===== src/rtl/pir_pkg.sv =====
// Shared definitions for the PIR sensor front end: channel count, level width,
// the controller's alarm threshold and the one-hot sequencer state encoding.
package pir_pkg;

    localparam int unsigned NUM_CH    = 3;
    localparam int unsigned LEVEL_W   = 7;
    localparam int unsigned THRESHOLD = 50;

    typedef enum logic [3:0] {
        ST_IDLE    = 4'b0001,
        ST_REQ     = 4'b0010,
        ST_NEXT    = 4'b0100,
        ST_PUBLISH = 4'b1000
    } pir_state_e;

    function automatic logic [LEVEL_W-1:0] level_max(input logic [LEVEL_W-1:0] a,
                                                     input logic [LEVEL_W-1:0] b);
        return (a > b) ? a : b;
    endfunction

endpackage


===== src/rtl/pir_adc_handshake.sv =====
// ADC request/acknowledge engine: raises adc_req on start, holds the channel
// select stable, and reports completion either by ack (data valid) or by
// timeout after ACK_TIMEOUT request cycles. An ack on the final cycle wins.
module pir_adc_handshake
    import pir_pkg::*;
#(
    parameter int unsigned ACK_TIMEOUT = 63
) (
    input  logic               clk_i,
    input  logic               rst_ni,
    input  logic               start_i,
    input  logic               abort_i,
    input  logic [1:0]         ch_i,
    input  logic               adc_ack_i,
    input  logic [LEVEL_W-1:0] adc_data_i,
    output logic               adc_req_o,
    output logic [1:0]         adc_ch_o,
    output logic               done_o,
    output logic               acked_o,
    output logic               timeout_o,
    output logic [LEVEL_W-1:0] sample_o
);

    localparam int unsigned TMO_W = $clog2(ACK_TIMEOUT);

    logic             req_q;
    logic [1:0]       ch_q;
    logic [TMO_W-1:0] tmo_q;
    logic             tmo_last;

    // Completion decode; ack takes precedence over a coincident timeout
    always_comb begin
        tmo_last  = (tmo_q == TMO_W'(ACK_TIMEOUT - 1));
        acked_o   = req_q & adc_ack_i;
        timeout_o = req_q & ~adc_ack_i & tmo_last;
        done_o    = acked_o | timeout_o;
        sample_o  = adc_data_i;
    end

    // Request register, held channel select and timeout counter
    always_ff @(posedge clk_i or negedge rst_ni) begin
        if (!rst_ni) begin
            req_q <= 1'b0;
            ch_q  <= '0;
            tmo_q <= '0;
        end else if (abort_i) begin
            req_q <= 1'b0;
            tmo_q <= '0;
        end else if (start_i) begin
            req_q <= 1'b1;
            ch_q  <= ch_i;
            tmo_q <= '0;
        end else if (req_q) begin
            if (done_o) begin
                req_q <= 1'b0;
            end else begin
                tmo_q <= tmo_q + 1'b1;
            end
        end
    end

    assign adc_req_o = req_q;
    assign adc_ch_o  = ch_q;

endmodule


===== src/rtl/pir_sensor_frontend.sv =====
// PIR sensor front end: round-robin scan of three PIR channels through one
// shared ADC, per-channel block averaging of 2^AVG_LOG2 scans and publication
// of the three levels with a single level_valid strobe.
// Build option PIR_PEAK_HOLD_EN: track the per-window peak instead of the sum.
module pir_sensor_frontend
    import pir_pkg::*;
#(
    parameter int unsigned SAMPLE_PERIOD = 1000,
    parameter int unsigned AVG_LOG2      = 2,
    parameter int unsigned ACK_TIMEOUT   = 63
) (
    input  logic                clk,
    input  logic                rst_n,
    input  logic                enable,
    output logic                adc_req,
    output logic [1:0]          adc_ch,
    input  logic                adc_ack,
    input  logic [LEVEL_W-1:0]  adc_data,
    output logic [LEVEL_W-1:0]  pir_sensor_1,
    output logic [LEVEL_W-1:0]  pir_sensor_2,
    output logic [LEVEL_W-1:0]  pir_sensor_3,
    output logic                level_valid,
    output logic                adc_fault
);

    localparam int unsigned PCNT_W    = $clog2(SAMPLE_PERIOD);
    localparam int unsigned SCNT_W    = (AVG_LOG2 > 0) ? AVG_LOG2 : 1;
    localparam int unsigned SCNT_LAST = (1 << AVG_LOG2) - 1;
`ifdef PIR_PEAK_HOLD_EN
    localparam int unsigned ACC_W     = LEVEL_W;
`else
    localparam int unsigned ACC_W     = LEVEL_W + AVG_LOG2;
`endif

    pir_state_e          state_q;
    logic [PCNT_W-1:0]   pcnt_q;
    logic [SCNT_W-1:0]   scnt_q;
    logic [1:0]          ch_q;
    logic [ACC_W-1:0]    acc_q   [NUM_CH];
    logic [LEVEL_W-1:0]  level_q [NUM_CH];
    logic                level_valid_q;
    logic                fault_q;

    logic                scan_start;
    logic                hs_start;
    logic [1:0]          hs_ch;
    logic                hs_done;
    logic                hs_acked;
    logic                hs_timeout;
    logic [LEVEL_W-1:0]  hs_sample;
    logic [LEVEL_W-1:0]  smp;
    logic [ACC_W-1:0]    acc_upd;

    // Scan period counter; held at zero while scanning is disabled
    always_ff @(posedge clk or negedge rst_n) begin
        if (!rst_n) begin
            pcnt_q <= '0;
        end else if (!enable || (pcnt_q == PCNT_W'(SAMPLE_PERIOD - 1))) begin
            pcnt_q <= '0;
        end else begin
            pcnt_q <= pcnt_q + 1'b1;
        end
    end

    // Request launch: first channel on scan start, next channel after the gap cycle
    always_comb begin
        scan_start = enable & (pcnt_q == PCNT_W'(SAMPLE_PERIOD - 1));
        hs_start   = 1'b0;
        hs_ch      = '0;
        if (enable) begin
            if (state_q == ST_IDLE && scan_start) begin
                hs_start = 1'b1;
                hs_ch    = 2'd0;
            end else if (state_q == ST_NEXT && ch_q != 2'd2) begin
                hs_start = 1'b1;
                hs_ch    = ch_q + 2'd1;
            end
        end
    end

    // A timed-out conversion contributes the channel's last published level
    always_comb begin
        smp = hs_acked ? hs_sample : level_q[ch_q];
`ifdef PIR_PEAK_HOLD_EN
        acc_upd = level_max(acc_q[ch_q], smp);
`else
        acc_upd = acc_q[ch_q] + ACC_W'(smp);
`endif
    end

    pir_adc_handshake #(
        .ACK_TIMEOUT (ACK_TIMEOUT)
    ) u_hs (
        .clk_i      (clk),
        .rst_ni     (rst_n),
        .start_i    (hs_start),
        .abort_i    (~enable),
        .ch_i       (hs_ch),
        .adc_ack_i  (adc_ack),
        .adc_data_i (adc_data),
        .adc_req_o  (adc_req),
        .adc_ch_o   (adc_ch),
        .done_o     (hs_done),
        .acked_o    (hs_acked),
        .timeout_o  (hs_timeout),
        .sample_o   (hs_sample)
    );

    // Scan sequencer: accumulation, window counting, publication and fault flag
    always_ff @(posedge clk or negedge rst_n) begin
        if (!rst_n) begin
            state_q       <= ST_IDLE;
            ch_q          <= '0;
            scnt_q        <= '0;
            level_valid_q <= 1'b0;
            fault_q       <= 1'b0;
            for (int unsigned i = 0; i < NUM_CH; i++) begin
                acc_q[i]   <= '0;
                level_q[i] <= '0;
            end
        end else begin
            level_valid_q <= 1'b0;
            if (!enable) begin
                // Abandon the partial window; published levels are kept
                state_q <= ST_IDLE;
                ch_q    <= '0;
                scnt_q  <= '0;
                fault_q <= 1'b0;
                for (int unsigned i = 0; i < NUM_CH; i++) begin
                    acc_q[i] <= '0;
                end
            end else begin
                case (state_q)
                    ST_IDLE: begin
                        if (scan_start) begin
                            ch_q    <= '0;
                            state_q <= ST_REQ;
                        end
                    end
                    ST_REQ: begin
                        if (hs_done) begin
                            acc_q[ch_q] <= acc_upd;
                            if (hs_timeout) begin
                                fault_q <= 1'b1;
                            end
                            state_q <= ST_NEXT;
                        end
                    end
                    ST_NEXT: begin
                        if (ch_q != 2'd2) begin
                            ch_q    <= ch_q + 2'd1;
                            state_q <= ST_REQ;
                        end else if (scnt_q == SCNT_W'(SCNT_LAST)) begin
                            scnt_q  <= '0;
                            state_q <= ST_PUBLISH;
                        end else begin
                            scnt_q  <= scnt_q + 1'b1;
                            state_q <= ST_IDLE;
                        end
                    end
                    ST_PUBLISH: begin
                        for (int unsigned i = 0; i < NUM_CH; i++) begin
`ifdef PIR_PEAK_HOLD_EN
                            level_q[i] <= acc_q[i];
`else
                            level_q[i] <= LEVEL_W'(acc_q[i] >> AVG_LOG2);
`endif
                            acc_q[i] <= '0;
                        end
                        level_valid_q <= 1'b1;
                        state_q       <= ST_IDLE;
                    end
                    default: begin
                        state_q <= ST_IDLE;
                    end
                endcase
            end
        end
    end

    assign pir_sensor_1 = level_q[0];
    assign pir_sensor_2 = level_q[1];
    assign pir_sensor_3 = level_q[2];
    assign level_valid  = level_valid_q;
    assign adc_fault    = fault_q;

endmodule


===== config.mk =====
export PLATFORM = sky130hd
export DESIGN_NAME = pir_sensor_frontend
export DESIGN_NICKNAME = d
export VERILOG_FILES = /design/src/rtl/pir_pkg.sv /design/src/rtl/pir_adc_handshake.sv /design/src/rtl/pir_sensor_frontend.sv
export SDC_FILE = /design/constraint.sdc
export NUM_CORES = 1
export LEC_CHECK = 0
export CAP_MARGIN = 20
export CORE_UTILIZATION = 64
export DETAILED_ROUTE_END_ITERATION = 6
export DONT_BUFFER_PORTS = 1
export PLACE_DENSITY = 0.8
export SYNTH_ARGS = -nofsm -noshare
export SYNTH_HDL_FRONTEND = slang
export SYNTH_SLANG_ARGS = --single-unit
export TNS_END_PERCENT = 10

===== constraint.sdc =====
create_clock -name clk -period 3.7 [get_ports clk]
set_clock_uncertainty 0.1 [all_clocks]
set_input_delay 0.37 -clock clk [delete_from_list [all_inputs] [get_ports clk]]
set_output_delay 0.37 -clock clk [all_outputs]
set_load 0.05 [all_outputs]

; ---- After elaboration in Yosys (flattened, before gate mapping)
; Index checks and enable logic that the tools add are counted.
[op_classes]
muxes = 47
n_reduce_logical = 13
n_lt_le_gt_ge = 2
bitwise_logic = 7
n_eq_ne = 20
n_addsub = 5
[ops]
columns = cell, count
row1 = 2-to-1 mux 27 bit, 2
row2 = one-hot mux 27 bit (2 select lines), 1
row3 = bitwise mux 27 bit, 1
row4 = 2-to-1 mux 9 bit, 3
row5 = 2-to-1 mux 6 bit, 4
row6 = 2-to-1 mux 7 bit, 3
row7 = 2-to-1 mux 4 bit, 5
row8 = binary-select mux 9 bit (select 2 bit), 1
row9 = demux 9 bit (select 2 bit), 1
row10 = 2-to-1 mux 2 bit, 9
row11 = binary-select mux 7 bit (select 2 bit), 1
row12 = 2-to-1 mux 1 bit, 13
row13 = one-hot mux 4 bit (3 select lines), 1
row14 = AND reduction 2 bit, 6
row15 = adder 10 x 1 -> 10 bit (second input constant), 1
row16 = == test 10 bit (second input constant), 1
row17 = 2-to-1 mux 10 bit, 1
row18 = adder 9 x 7 -> 9 bit, 1
row19 = inequality test 3 x 1 -> 1 bit (second input constant), 3
row20 = inequality test 3 bit (second input constant), 3
row21 = inequality test 2 x 1 -> 1 bit (second input constant), 4
row22 = adder 6 x 1 -> 6 bit (second input constant), 1
row23 = == test 6 bit (second input constant), 1
row24 = AND reduction 3 bit, 2
row25 = 18 further kinds, 25
[word_totals]
regBits = 77
in_bits = 11

; ---- Logic depth before layout (Yosys ltp)
[depth]
ltp_word = 10
ltp_mapped = 12

; ---- Modules after synthesis
; A second synthesis with hierarchy kept.
[hier_totals]
hier_cells = 377
area_unflattened_um2 = 4150.2
[modules_own_cells]
columns = module, seq_area_each_um2, n_inst, area_per_inst_um2, cells_per_inst
row1 = pir_sensor_frontend, 1702.9, 1, 3590.9, 322
row2 = pir_adc_handshake, 225.2, 1, 559.3, 55

; ---- Worst setup path before layout
; Ideal clock, no wire load.
[synth_timing]
path_type = register to register
from = reg u_hs.req_q, in the netlist u_hs.adc_req_o
to = reg acc_q[17] (netlist name)
setup_slack_ns = 0.599
path_stages_with_launch = 11
arrival_ns = 2.931
path_cell_list = dfrtp_1 -> nand2_1 -> clkbuf_1 -> a21oi_1 -> ha_1 -> fa_1 -> and3_1 -> o2111ai_1 -> a21oi_1 -> or4b_1 -> nand3_1
[synth_via]
elab_chain_cells = 7
word_cells_on_any_way = 12
[synth_lines]
columns = item, line_no
row1 = "start, declared", pir_adc_handshake.sv:26  ; logic req_q;
row2 = "start signal, assigned", pir_adc_handshake.sv:43  ; req_q <= 1'b0;
row3 = "start signal, assigned", pir_adc_handshake.sv:47  ; req_q <= 1'b0;
row4 = "start signal, assigned", pir_adc_handshake.sv:50  ; req_q <= 1'b1;
row5 = AND 1 bit, pir_adc_handshake.sv:34  ; acked_o = req_q & adc_ack_i;
row6 = 2-to-1 mux 7 bit, pir_sensor_frontend.sv:83  ; smp = hs_acked ? hs_sample : level_q[ch_q];
row7 = adder 9 x 7 -> 9 bit, pir_sensor_frontend.sv:87  ; acc_upd = acc_q[ch_q] + ACC_W'(smp);
row8 = bitwise mux 27 bit, pir_sensor_frontend.sv:142  ; acc_q[ch_q] <= acc_upd;
row9 = 2-to-1 mux 27 bit, pir_sensor_frontend.sv:141  ; if (hs_done) begin
row10 = one-hot mux 27 bit (2 select lines), pir_sensor_frontend.sv:133  ; case (state_q)
row11 = 2-to-1 mux 27 bit, pir_sensor_frontend.sv:123  ; if (!enable) begin
row12 = "end signal, assigned by index", pir_sensor_frontend.sv:142
row13 = "end, declared", pir_sensor_frontend.sv:39  ; logic [ACC_W-1:0] acc_q [NUM_CH];
; Parallel ways exist; a longest one is shown, timed or not. The select of a mux whose other input is x is not followed.
; A chain may end at the register's enable or synchronous reset.

; ---- Worst setup path after layout
[layout_timing]
from = reg level_q, in the netlist pir_sensor_3[0]
to = reg acc_q[8] (netlist name)
[layout_via]
elab_chain_cells = 9
[layout_lines]
columns = item, line_no
row1 = "start, declared", pir_sensor_frontend.sv:40  ; logic [LEVEL_W-1:0] level_q [NUM_CH];
row2 = "start signal, assigned by index", pir_sensor_frontend.sv:166  ; level_q[i] <= LEVEL_W'(acc_q[i] >> AVG_LOG2);
row3 = binary-select mux 7 bit (select 2 bit), pir_sensor_frontend.sv:83
row4 = 2-to-1 mux 7 bit (not written as such) (2 in series), pir_sensor_frontend.sv:83
row5 = 2-to-1 mux 7 bit, pir_sensor_frontend.sv:83
row6 = adder 9 x 7 -> 9 bit, pir_sensor_frontend.sv:87
row7 = bitwise mux 27 bit, pir_sensor_frontend.sv:142
row8 = 2-to-1 mux 27 bit, pir_sensor_frontend.sv:141
row9 = one-hot mux 27 bit (2 select lines), pir_sensor_frontend.sv:133
row10 = 2-to-1 mux 27 bit, pir_sensor_frontend.sv:123
; No other way between the ends. The select of a mux whose other input is x is not followed.

==> metrics.cfg <==
[logic_synthesis]
yosysSeqAreaShare_pct=45.5
synthArstFlopShare_pct=100
synth_top_area_share_pct=44.8
synth_nets=441
synth-edff-count=0
ys_ff_latch=77
synthesis.area_sq_mm=0.00424
netlist_top_cells_area=dfrtp_1 (45%), mux2_4 (6.7%), a21oi_1 (5.2%)
syn_inst=415
ys.flop_type=dfrtp_1
synth_cell_types=60
yosys_warnings=0
syn_avg_cell_area_sq_um=10.2
synth.largest_area_cell=dfrtp_1

[timing]
timing.final.crit_share_pct=84.6
hold-worst-slack_ns=0.0315
rsz0062_at_grt=no
max_slew_margin_pct=45.3
min_period_ns=3.13
fmax_mhz=320
slew_violations=0
finalSetupTns_ns=0
finalSetupViolCount=0
hold_viol=0
max_slew.worst_pin.slew_ns=0.819

[global_route]
grt_max_degree=78
grt_usage_pct=27.5
antenna_found_initial=0
grt_pass1_wl_um=15100
first_global_vias=3072
grt_overflow=0

[final_layout]
fin_util_pct=70.1
area_growth_syn_to_layout_pct=5.55
drive_gt1_share_pct=12.0
final_cell_mix=dfrtp_1 (76), a21oi_1 (44), nand3_1 (35), nand2_1 (33), nor2_1 (32)
antennaDiodeCount=0
fin_nets=438
layout_commonest_cell=dfrtp_1

[critical_path]
r2r-start=pir_sensor_3[0]
worstPathCellList=mux2i_1 -> nor2_1 -> a21oi_1 -> a21oi_1 -> ha_1 -> fa_1 -> and3_1 -> o2111ai_1 -> a21oi_1 -> or4b_1 -> nand3_1
critical_path.slowest_cell=dfrtp_1
end_kind=register
crit_end=acc_q[8]
r2r_cells=11
startpoint=pir_sensor_3[0]
worstSetupStartpointType=register
critical_path_class=register to register
cp_max_fo=6
cp.arrival_ns=3.32
cp.required_ns=3.89
rrSetupSlack_ns=0.57
crit_top_cell=a21oi_1
r2r-end=acc_q[8]
max_stage_delay_ns=0.57

[pwr]
combPwrFrac_pct=3.9
p_switching_uw=341
power.share.sequential_pct=58.1
p_per_area_mw_per_mm2=327
ir_drop_mv=0.252
p_sw_share_pct=23.3
power_mw=1.46
pwr-share-clk_pct=38.0
p_leak_nw=2.10
p_int_mw=1.12

[floorplanning]
initial_core_util_pct=66.4
design.die.area_sq_mm=0.00696
core.rowCount=29
coreArea_sq_mm=0.00639
die_y_um=83.4
io-pin-count=37
fp.dieW_um=83.4

[route]
vias_per_cell=6.41
wl_per_cell_um=18.0
num_vias=3166
antenna_left=0
drt_iter0_markers=292
drt_first_pass_iters=4
wl_um=8870
drt_drc_violations_left=0

[clock_network]
tritoncts=built
cts-root-buf=clkbuf_8
clock_sinks=77
cts.clk_slew.worst_paths_ns=0.08
clockBufferDepth=2
clk_latency_ns=0.35
cts_htree_levels=3
ctsResizeCount=0
cts_buffers=9

[place]
port_buffers=0
gp_congestion=0.852
dp.final_hpwl_um=5890

[min_path]
hold_path_class=input pin to register

[job]
drv_cap=0

[outcome]
status=complete, no violations

## metal layers
layer	global-route usage (%)	wire [um]
met5	0	0
met4	11.1	153
met1	39.5	4090
met2	41.5	4070
met3	5.07	557
## worst min path at each step
stage            from             to  slack [ns]  depth (start not counted)
2_1_floorplan   rst_n       acc_q[0]       -0.03                          0
3_3_place_gp    rst_n  u_hs.tmo_q[0]       -0.02                          0
3_5_place_dp    rst_n  u_hs.tmo_q[2]       -0.02                          0
4_1_cts        enable     state_q[3]        0.03                          2
5_1_grt        enable     state_q[3]        0.02                          2
6_report       enable     state_q[3]        0.03                          2
## power by group through the flow
stage	sequential, mW	combinational [mW]	clock [mW]
after floorplan	0.867	0.0343	0
after global placement	0.867	0.0354	0
after detailed placement	0.868	0.0357	0
after CTS	0.851	0.0575	0.557
after global routing	0.851	0.0644	0.597
final	0.851	0.0566	0.557
## cells in the mapped netlist, types with 2 or more instances
| cell type | instances |
|---|---|
| or4b_1 | 5 |
| buf_2 | 7 |
| o21ai_1 | 5 |
| mux2_1 | 2 |
| nor2_1 | 32 |
| o31a_1 | 2 |
| or2_2 | 2 |
| a21oi_1 | 44 |
| a21o_1 | 5 |
| inv_1 | 9 |
| a311oi_1 | 6 |
| buf_6 | 2 |
| o2111ai_1 | 2 |
| a31o_1 | 2 |
| mux2i_1 | 16 |
| a211oi_1 | 2 |
| xor2_1 | 9 |
| o31ai_1 | 2 |
| nor2b_1 | 3 |
| nand2_1 | 33 |
| nand4_1 | 3 |
| o21a_1 | 2 |
| dfrtp_1 | 76 |
| and2_1 | 2 |
| or3_1 | 2 |
| and3_1 | 9 |
| ha_1 | 14 |
| nand4b_1 | 2 |
| o21ai_0 | 11 |
| xnor2_1 | 8 |
| nor3_1 | 2 |
| clkbuf_1 | 12 |
| o311ai_0 | 3 |
| nand3_1 | 35 |
| mux2_4 | 19 |
## registers in the layout (all words and copies together), names as in the netlist, 2 cells and up
| name | count |
|---|---|
| acc_q | 27 |
| scnt_q | 2 |
| pcnt_q | 10 |
| pir_sensor_2 | 7 |
| pir_sensor_3 | 7 |
| u_hs.adc_ch_o | 2 |
| u_hs.tmo_q | 6 |
| state_q | 4 |
| pir_sensor_1 | 7 |
| ch_q | 2 |
## timing repair
item,in CTS,in global routing
setup buffers,0,0
setup endpoints to repair,0,0
hold endpoints to repair,77,0
hold buffers,2,0
## final cells by class
| class | count | area (sq um) |
|---|---|---|
| inverter | 10 | 37.5 |
| tap | 77 | 96.3 |
| clock buffer | 14 | 153 |
| multi-input combinational | 305 | 2160 |
| timing repair buffer | 9 | 90.1 |
| fill | 480 | 1910 |
| sequential | 77 | 1930 |
| clock inverter | 2 | 10.0 |
## metrics by stage
step,cells,area (sq um),setup WS (ns)
2_1_floorplan,415,4240,0.599
5_1_grt,494,4480,0.375
3_5_place_dp,476,4280,0.606
3_3_place_gp,476,4280,0.680
4_1_cts,494,4480,0.584
6_report,494,4480,0.571
## logic make-up after synthesis
group	after synthesis	share of synthesized area (%)
adder cells (fa/ha/maj)	15	4.60
flip-flops	77	45.5
AO/OA/AOI/OAI	96	14.6
AND/OR/NAND/NOR	140	17.2
buffers and inverters	33	3.57
XOR/XNOR	17	3.51
multiplexers	37	11.0
## critical path: cells and delay by family, from the launching register on
family                   cells  cell delay, ns
AND/OR/NAND/NOR              4            0.89
adder cells (fa/ha/maj)      2            0.66
AO/OA/AOI/OAI                4            0.60
flip-flops                   1            0.57
multiplexers                 1            0.26
(Power assumes the default switching activity.)
